--- src/rtl/reg_file.sv ---
// -----------------------------------------------------------------------------
// reg_file
// Architectural integer register file with rename tags. Holds the 32 committed
// register values, tracks which registers have an in-flight producer (busy) and
// the ROB entry of that producer (tag), and resolves decoder source operands to
// either a ready value (committed, commit-bypassed or ROB-forwarded) or a ROB
// tag to wait on.
//
// Ports:
//   clk_in, rst_in (async active-low), rdy_in (global stall when low)
//   issue_*        : rename of a destination register at issue
//   rob_commit, commit_* : retirement of a register result from the ROB head
//   clear_up       : misprediction flush, drops every rename
//   rs1_id/rs2_id  : operand queries from the decoder
//   get_rob_entryN : tag of rsN sent to the ROB; readyN/valueN come back
//   rsN_ready/rsN_value/rsN_tag : resolved operands (combinational)
// -----------------------------------------------------------------------------
module reg_file #(
    parameter int ROB_BIT = 4,
    parameter int REG_BIT = 5
) (
    input  logic               clk_in,
    input  logic               rst_in,
    input  logic               rdy_in,
    input  logic               issue_pollute,
    input  logic [REG_BIT-1:0] issue_reg_id,
    input  logic [ROB_BIT-1:0] issue_rob_entry,
    input  logic               rob_commit,
    input  logic [REG_BIT-1:0] commit_rd_reg_id,
    input  logic [ROB_BIT-1:0] commit_rob_entry,
    input  logic [31:0]        commit_value,
    input  logic               clear_up,
    input  logic [REG_BIT-1:0] rs1_id,
    input  logic [REG_BIT-1:0] rs2_id,
    output logic [ROB_BIT-1:0] get_rob_entry1,
    output logic [ROB_BIT-1:0] get_rob_entry2,
    input  logic               ready1,
    input  logic [31:0]        value1,
    input  logic               ready2,
    input  logic [31:0]        value2,
    output logic               rs1_ready,
    output logic [31:0]        rs1_value,
    output logic [ROB_BIT-1:0] rs1_tag,
    output logic               rs2_ready,
    output logic [31:0]        rs2_value,
    output logic [ROB_BIT-1:0] rs2_tag
);

    localparam int NUM_REGS = 1 << REG_BIT;

    logic [31:0]        value_r [NUM_REGS];
    logic [ROB_BIT-1:0] tag_r   [NUM_REGS];
    logic [NUM_REGS-1:0] busy_r;

    // Register state update: commit writes the value, issue renames, flush drops renames.
    // Entry 0 is never touched after reset, so x0 stays value 0 / not busy / tag 0.
    always_ff @(posedge clk_in or negedge rst_in) begin
        if (!rst_in) begin
            busy_r <= {NUM_REGS{1'b0}};
            for (int i = 0; i < NUM_REGS; i++) begin
                value_r[i] <= 32'h0000_0000;
                tag_r[i]   <= {ROB_BIT{1'b0}};
            end
        end else if (rdy_in) begin
            for (int i = 1; i < NUM_REGS; i++) begin
                if (rob_commit && (commit_rd_reg_id == REG_BIT'(i))) begin
                    value_r[i] <= commit_value;
                end
                // Flush beats issue; issue beats the commit-side busy clear so a
                // same-cycle re-rename keeps the register waiting on the new producer.
                if (clear_up) begin
                    busy_r[i] <= 1'b0;
                end else if (issue_pollute && (issue_reg_id == REG_BIT'(i))) begin
                    busy_r[i] <= 1'b1;
                    tag_r[i]  <= issue_rob_entry;
                end else if (rob_commit && (commit_rd_reg_id == REG_BIT'(i))
                             && (tag_r[i] == commit_rob_entry)) begin
                    busy_r[i] <= 1'b0;
                end
            end
        end
    end

    assign get_rob_entry1 = tag_r[rs1_id];
    assign get_rob_entry2 = tag_r[rs2_id];

    // Operand 1 resolution: x0, committed value, commit bypass, ROB forward, else wait.
    always_comb begin
        rs1_ready = 1'b0;
        rs1_value = 32'h0000_0000;
        rs1_tag   = tag_r[rs1_id];
        if (rs1_id == {REG_BIT{1'b0}}) begin
            rs1_ready = 1'b1;
        end else if (!busy_r[rs1_id]) begin
            rs1_ready = 1'b1;
            rs1_value = value_r[rs1_id];
        end else if (rob_commit && (commit_rd_reg_id == rs1_id)
                     && (commit_rob_entry == tag_r[rs1_id])) begin
            rs1_ready = 1'b1;
            rs1_value = commit_value;
        end else if (ready1) begin
            rs1_ready = 1'b1;
            rs1_value = value1;
        end else begin
            rs1_ready = 1'b0;
            rs1_value = 32'h0000_0000;
        end
    end

    // Operand 2 resolution: same priority as operand 1.
    always_comb begin
        rs2_ready = 1'b0;
        rs2_value = 32'h0000_0000;
        rs2_tag   = tag_r[rs2_id];
        if (rs2_id == {REG_BIT{1'b0}}) begin
            rs2_ready = 1'b1;
        end else if (!busy_r[rs2_id]) begin
            rs2_ready = 1'b1;
            rs2_value = value_r[rs2_id];
        end else if (rob_commit && (commit_rd_reg_id == rs2_id)
                     && (commit_rob_entry == tag_r[rs2_id])) begin
            rs2_ready = 1'b1;
            rs2_value = commit_value;
        end else if (ready2) begin
            rs2_ready = 1'b1;
            rs2_value = value2;
        end else begin
            rs2_ready = 1'b0;
            rs2_value = 32'h0000_0000;
        end
    end

endmodule

--- config.mk ---
export PLATFORM = sky130hd
export DESIGN_NAME = reg_file
export DESIGN_NICKNAME = d
export VERILOG_FILES = /design/src/rtl/reg_file.sv
export SDC_FILE = /design/constraint.sdc
export NUM_CORES = 2
export LEC_CHECK = 0
export CAP_MARGIN = 20
export CORE_AREA = 3 3 318 320
export CTS_CLUSTER_DIAMETER = 60
export CTS_CLUSTER_SIZE = 28
export DETAILED_ROUTE_END_ITERATION = 6
export DIE_AREA = 0 0 321 323
export MAX_ROUTING_LAYER = met4
export PLACE_DENSITY = 0.84
export RECOVER_POWER = 25
export SLEW_MARGIN = 20
export SYNTH_ARGS = -nofsm -noshare
export SYNTH_HDL_FRONTEND = slang
export SYNTH_SLANG_ARGS = --single-unit
export TNS_END_PERCENT = 30
--- constraint.sdc ---
create_clock -name clk_in -period 6.6 [get_ports clk_in]
set_clock_uncertainty 0.2 [all_clocks]
set_input_delay 0.66 -clock clk_in [delete_from_list [all_inputs] [get_ports clk_in]]
set_output_delay 0.66 -clock clk_in [all_outputs]
set_load 0.02 [all_outputs]
Word level (Yosys, flattened, before mapping)

Index checks and enable logic that the tools add are counted.

Memory bits (writable): 0
Input port bits: 132
ROM bits: 0
Memories kept: 0
Latch bits: 0
Register bits: 1147

Add/subtract/negate cells: 0
Bitwise logic cells: 3
$mul: 0
Div/mod/pow operators: 0
Equal/unequal tests: 97
Shift-type cells: 0
Reduce and logical (&&, ||, !) cells: 223
Muxes and demuxes: 125
Magnitude comparators: 4

Operators by type and width:

| cell                                                                   | count |
|---|---|
| 32-bit two-way mux                                                     | 12 |
| 32-bit binary-select mux with 5-bit select                             | 2 |
| 5-bit equality test (second input constant)                            | 32 |
| 4-bit equality test                                                    | 33 |
| 2-bit AND reduction                                                    | 62 |
| 1-bit two-way mux                                                      | 103 |
| 1-bit logical AND                                                      | 97 |
| 3-bit AND reduction                                                    | 31 |
| 3-bit nonzero test                                                     | 31 |
| 5-bit by 4-bit equality test with 1-bit output (second input constant) | 16 |
| 4-bit binary-select mux with 5-bit select                              | 2 |
| 5-bit by 3-bit equality test with 1-bit output (second input constant) | 8 |
| 5-bit by 2-bit equality test with 1-bit output (second input constant) | 4 |
| 4-bit two-way mux                                                      | 4 |
| 6-bit greater-or-equal comparator (second input constant)              | 2 |
| 5-bit by 6-bit < comparator with 1-bit output (second input constant)  | 2 |
| 5-bit inverter with 6-bit output                                       | 2 |
| 1-bit binary-select mux with 5-bit select                              | 2 |
| 5-bit by 1-bit equality test with 1-bit output (second input constant) | 2 |
| 5-bit equality test                                                    | 2 |
| 5-bit logical NOT                                                      | 2 |
| 1-bit inverter                                                         | 1 |

Depth between registers and ports, before layout

Word-level depth: 9
Mapped depth: 14
Gate-level depth less buffers: 8

Worst setup path after synthesis

No wires, ideal clock.

Path type: input to output
From: input port rs2_id[0]
To: output port rs2_value[0]
Path buffers: 5
Arrival time: 3.132 ns
Path slack: 2.608 ns
Cell stages on the path: 10
Cell sequence: buf_4 -> buf_6 -> buf_6 -> buf_2 -> buf_2 -> mux4_2 -> mux4_2 -> nor2_1 -> a21oi_1 -> a221o_1

Longest elaborated chain between the ends: 9

RTL lines:

| item                                                   | RTL line | text |
|---|---|---|
| start: declaration                                     | 34       | `input logic [REG_BIT-1:0] rs2_id,` |
| 5-bit inverter with 6-bit output (not written as such) | 119, 121 |  |
| 4-bit binary-select mux with 5-bit select              | 121      | `&& (commit_rob_entry == tag_r[rs2_id])) begin` |
| 4-bit two-way mux (not written as such) (2 in a row)   | 121      |  |
| 4-bit equality test                                    | 121      |  |
| 1-bit logical AND                                      | 121      |  |
| 32-bit two-way mux                                     | 120      | `end else if (rob_commit && (commit_rd_reg_id == rs2_id)` |
| 32-bit two-way mux                                     | 117      | `end else if (!busy_r[rs2_id]) begin` |
| 32-bit two-way mux (*)                                 | 115      | `if (rs2_id == {REG_BIT{1'b0}}) begin` |
| end: declaration                                       | 45       | `output logic [31:0] rs2_value,` |

Every way passes the cells marked *; elsewhere a longest branch is shown, timed or not. The select of a mux whose other input is x is not followed.

Final worst setup path

From: input port rs1_id[1]
To: output port rs1_value[16]

Longest elaborated chain between the ends: 9

RTL lines:

| item                                                   | RTL line | text |
|---|---|---|
| start: declaration                                     | 33       | `input logic [REG_BIT-1:0] rs1_id,` |
| 5-bit inverter with 6-bit output (not written as such) | 96, 98   |  |
| 4-bit binary-select mux with 5-bit select              | 98       | `&& (commit_rob_entry == tag_r[rs1_id])) begin` |
| 4-bit two-way mux (not written as such) (2 in a row)   | 98       |  |
| 4-bit equality test                                    | 98       |  |
| 1-bit logical AND                                      | 98       |  |
| 32-bit two-way mux                                     | 97       | `end else if (rob_commit && (commit_rd_reg_id == rs1_id)` |
| 32-bit two-way mux                                     | 94       | `end else if (!busy_r[rs1_id]) begin` |
| 32-bit two-way mux (*)                                 | 92       | `if (rs1_id == {REG_BIT{1'b0}}) begin` |
| end: declaration                                       | 42       | `output logic [31:0] rs1_value,` |

Marked as above.

==> metrics.yaml <==
yosys:
  avg_cell_area_syn_sq_um: 14.1
  synth_top_area_frac: 0.443
  synthSimpleGateAreaFrac: 0.0366
  syn_area_sq_um: 64800
  largest_family_of_logic_cells_by_synthesized_area: "multiplexers"
  synth-warning-count: 37
  synth_area_leader: "sky130_fd_sc_hd__dfrtp_1"
  synth_area_leaders: "sky130_fd_sc_hd__dfrtp_1 (44%), sky130_fd_sc_hd__mux2_2 (21%), sky130_fd_sc_hd__mux4_2 (19%), sky130_fd_sc_hd__mux2i_1 (2.5%), sky130_fd_sc_hd__clkbuf_1 (1.6%)"
  synth_compound_gate_area_share: 0.0444
  ys.flop_type: "sky130_fd_sc_hd__dfrtp_1"
  synth.net_count: 4726
  yosysSeqAreaShare: 0.443
  cell_with_the_most_instances_after_synthesis: "sky130_fd_sc_hd__mux2_2"
  netlist_top_cells_count: "sky130_fd_sc_hd__mux2_2 (1181), sky130_fd_sc_hd__dfrtp_1 (1147), sky130_fd_sc_hd__mux4_2 (552)"
  synth.distinct_cells: 66
  share_of_the_synthesized_netlist_area_taken_by_xor_and_xnor_gates: 0.0188
  post_synth_edffs: 0
  muxShareOfSynthArea: 0.422
  ys_ff_latch: 1147
  fraction_of_registers_with_async_set_or_reset_after_synthesis: 1.00
  synthAdderAreaFrac: 0
  synthCells: 4594
routing:
  drt_first_iter_violations: 5373
  drt_pre_antenna_iters: 5
  detailroute.via_count: 44300
  avgRoutedWirePerCell_microns: 32.4
  route.final.wire_length_mm: 191
  final_routed_drc_violation_total: 0
  ant_nets: 0
  detail_route.vias_per_cell: 7.51
clocking:
  clock_tree.buffer_depth: 3
  clkSinkCount: 1147
  ctsHtreeMaxLevel: 3
  cts_tree: "yes"
  cts-root-buf: "sky130_fd_sc_hd__clkbuf_16"
  cts_resized: 0
  clk-insertion-delay-late_ps: 710
  path_clk_slew_ps: 70
  cts_made_buffers: 93
sta:
  maxSlewHeadroom: -2.23
  finalWorstPathRequiredPeriod_ps: 5750
  timing.final.ws_setup_ps: 850
  timing_hold_violations_final: 0
  final_max_slew_viol_count: 89
  rsz0062_at_grt: "false"
  tns_ps: 0
  fmaxAchievable_mhz: 174
  post-route-period-util: 0.871
  number_of_setup_violations_in_the_final_report: 0
  transition_time_of_the_tightest_slew_check_pin_ps: 4840
critical_path:
  worst_r2r_startpoint: "tag_r[72]"
  critPathRequiredTime_ps: 5740
  critPathSlowestCell: "sky130_fd_sc_hd__a2111oi_0"
  critPathKind: "input pin to primary output"
  start_kind: "input pin"
  timing.critical_path.cells: "clkbuf_8, nor2b_1, a221oi_1, a2111oi_0, a31oi_2, xor2_1, o2111ai_4, buf_4, and3_1, o31a_1, clkdlybuf4s50_1"
  critical_path.top_delay_family: "compound AO/OA/AOI/OAI gates"
  worst-path-max-fanout: 33
  critPathCaptureType: "primary output"
  critPathLaunch: "rs1_id[1]"
  critical_path_buf_inv_count: 3
  arrival_ps: 4890
  critPathMaxStageDelay_ps: 810
worst_hold_path:
  holdCritPathClass: "flop to flop"
  holdCritStartpoint: "value_r[640]"
floorplan:
  start_util: 0.659
  die_w_microns: 321
  placeableCoreArea_sq_um: 98400
  number_of_primary_i_o_pins: 214
  die-area_sq_um: 104000
  floorplan.rows: 115
  die_h_microns: 323
grt:
  gr-usage-all-layers: 0.383
  grt_pass1_wl_mm: 290
  grtUsageMet3: 0.0835
  grtUsageMet2: 0.587
  via_count_of_the_first_global_routing_pass: 45900
  grt.busiest_layer: "met2"
  grt_max_degree: 179
  number_of_antenna_violations_at_the_first_check_in_global_routing: 4
  grt-ovfl-total: 0
  grt.met1_usage: 0.485
pwr:
  comb_power_share: 0.197
  switching_share_of_total_power: 0.294
  intPower_uw: 12900
  peak_supply_drop_mv: 0.208
  net-switching-power_uw: 5360
  cellPowerDensity_nw_per_um2: 257
  reg_power_frac: 0.473
  standby_leakage_power_uw: 0.0315
  clock_power_share: 0.330
placement:
  gp_congestion: 0.934
  post-dp-hpwl_mm: 112
  placement.setup.worst_slack_ps: 863
  dpl-instance-area_sq_um: 67600
  port_buffers: 213
final_layout:
  post-route-util: 0.720
  fin_area_sq_um: 70900
  final_layout_size_suffix_gt1_frac: 0.458
  nets: 4659
  flow.area_growth_from_synthesis_pct: 9.32
  nFillCells: 6240
outcome:
  outcome: "complete, but fails checks"
  failed_checks: "capacitance limit, slew limit"
job:
  max_cap_violations: 1
[logic make-up (layout without fill, tap and decap cells)]
| family | count (synthesis) | after routing |
|---|---|---|
| compound gates | 367 | 367 |
| xor+xnor | 139 | 139 |
| buf+inv | 522 | 531 |
| flops | 1147 | 1147 |
| mux | 1894 | 1894 |
| other cells | 0 | 3 |
| simple gates | 525 | 525 |
[layout make-up]
class | count | area, sq um | share of cell area
sequential | 1147 | 28700 | 0.405
tap | 1287 | 1610 | 0.0227
clock inverter | 72 | 863 | 0.0122
clock buffer | 99 | 2390 | 0.0337
antenna | 3 | 7.51 | 0.000106
timing repair buffer | 320 | 3050 | 0.0430
multi-input combinational | 2925 | 34100 | 0.481
inverter | 40 | 153 | 0.00215
[sequential cells by signal, summed over array words and instances (netlist names)]
| name | flops |
|---|---|
| busy_r | 31 |
| value_r | 992 |
| tag_r | 124 |
[power by group through the flow]
stage | registers, uW | clock network, uW | logic (uW)
6_report | 8620 | 6020 | 3580
3_5_place_dp | 8710 | 0 | 3540
5_1_grt | 8710 | 6340 | 3810
3_3_place_gp | 8620 | 0 | 3440
2_1_floorplan | 8450 | 0 | 2610
4_1_cts | 8580 | 6050 | 3570
[cell usage in the layout (no fill, tap or decap), types with 11 or more instances in the layout]
master and n:
sky130_fd_sc_hd__a21oi_1 57, sky130_fd_sc_hd__a221o_1 62, sky130_fd_sc_hd__a221oi_1 24, sky130_fd_sc_hd__a22o_1 35, sky130_fd_sc_hd__a22oi_1 22, sky130_fd_sc_hd__a31o_2 16, sky130_fd_sc_hd__and3_1 37, sky130_fd_sc_hd__buf_12 15
sky130_fd_sc_hd__buf_2 24, sky130_fd_sc_hd__buf_4 87, sky130_fd_sc_hd__clkbuf_16 93, sky130_fd_sc_hd__clkdlybuf4s50_1 179, sky130_fd_sc_hd__clkinv_8 11, sky130_fd_sc_hd__dfrtp_1 1147, sky130_fd_sc_hd__inv_1 38, sky130_fd_sc_hd__inv_6 21
sky130_fd_sc_hd__inv_8 15, sky130_fd_sc_hd__mux2_2 1181, sky130_fd_sc_hd__mux2i_1 158, sky130_fd_sc_hd__mux4_2 552, sky130_fd_sc_hd__nand2_1 174, sky130_fd_sc_hd__nand3_1 15, sky130_fd_sc_hd__nand4_1 13, sky130_fd_sc_hd__nor2_1 139
sky130_fd_sc_hd__nor2_4 18, sky130_fd_sc_hd__nor3_1 43, sky130_fd_sc_hd__nor4_1 23, sky130_fd_sc_hd__o2111ai_1 22, sky130_fd_sc_hd__o211ai_1 11, sky130_fd_sc_hd__o21ai_0 46, sky130_fd_sc_hd__o31a_1 32, sky130_fd_sc_hd__xnor2_1 49
sky130_fd_sc_hd__xor2_1 90
[routing by layer]
metal	wire, microns	part of all wire
met5	0	0
met1	70100	0.37
met3	18700	0.098
met2	90000	0.47
met4	12000	0.063
[through the flow]
step	std cells	hold slack, ps	total power (uW)
3_3_place_gp	5712	301	12100
6_report	5893	329	18200
4_1_cts	5886	328	18200
3_5_place_dp	5714	311	12300
2_1_floorplan	4594	164	11100
5_1_grt	5893	335	18900
[worst paths after layout]
| kind | to | slack (ps) | cells past startpoint |
|---|---|---|---|
| setup / recovery | rs1_value[16] | 850 | 11 |
| hold / removal | value_r[640] | 330 | 1 |
| setup reg to reg | busy_r[13] | 4880 | 4 |
| hold reg to reg | value_r[640] | 330 | 1 |
| max in group asynchronous | value_r[882] | 1090 | 3 |
| min in group asynchronous | value_r[921] | 2210 | 2 |
[repair_timing]
action	CTS	global route
hold buffers	1	0
buffers inserted	0	0
endpoints found under the hold margin	81	0
[worst reg2reg max path: stages (launching register included)]
cell and delay, ps:
sky130_fd_sc_hd__dfrtp_1 430, sky130_fd_sc_hd__xor2_1 200, sky130_fd_sc_hd__nor4_1 400, sky130_fd_sc_hd__nand2_1 110
sky130_fd_sc_hd__a31o_2 270
(Power assumes the default switching activity.)
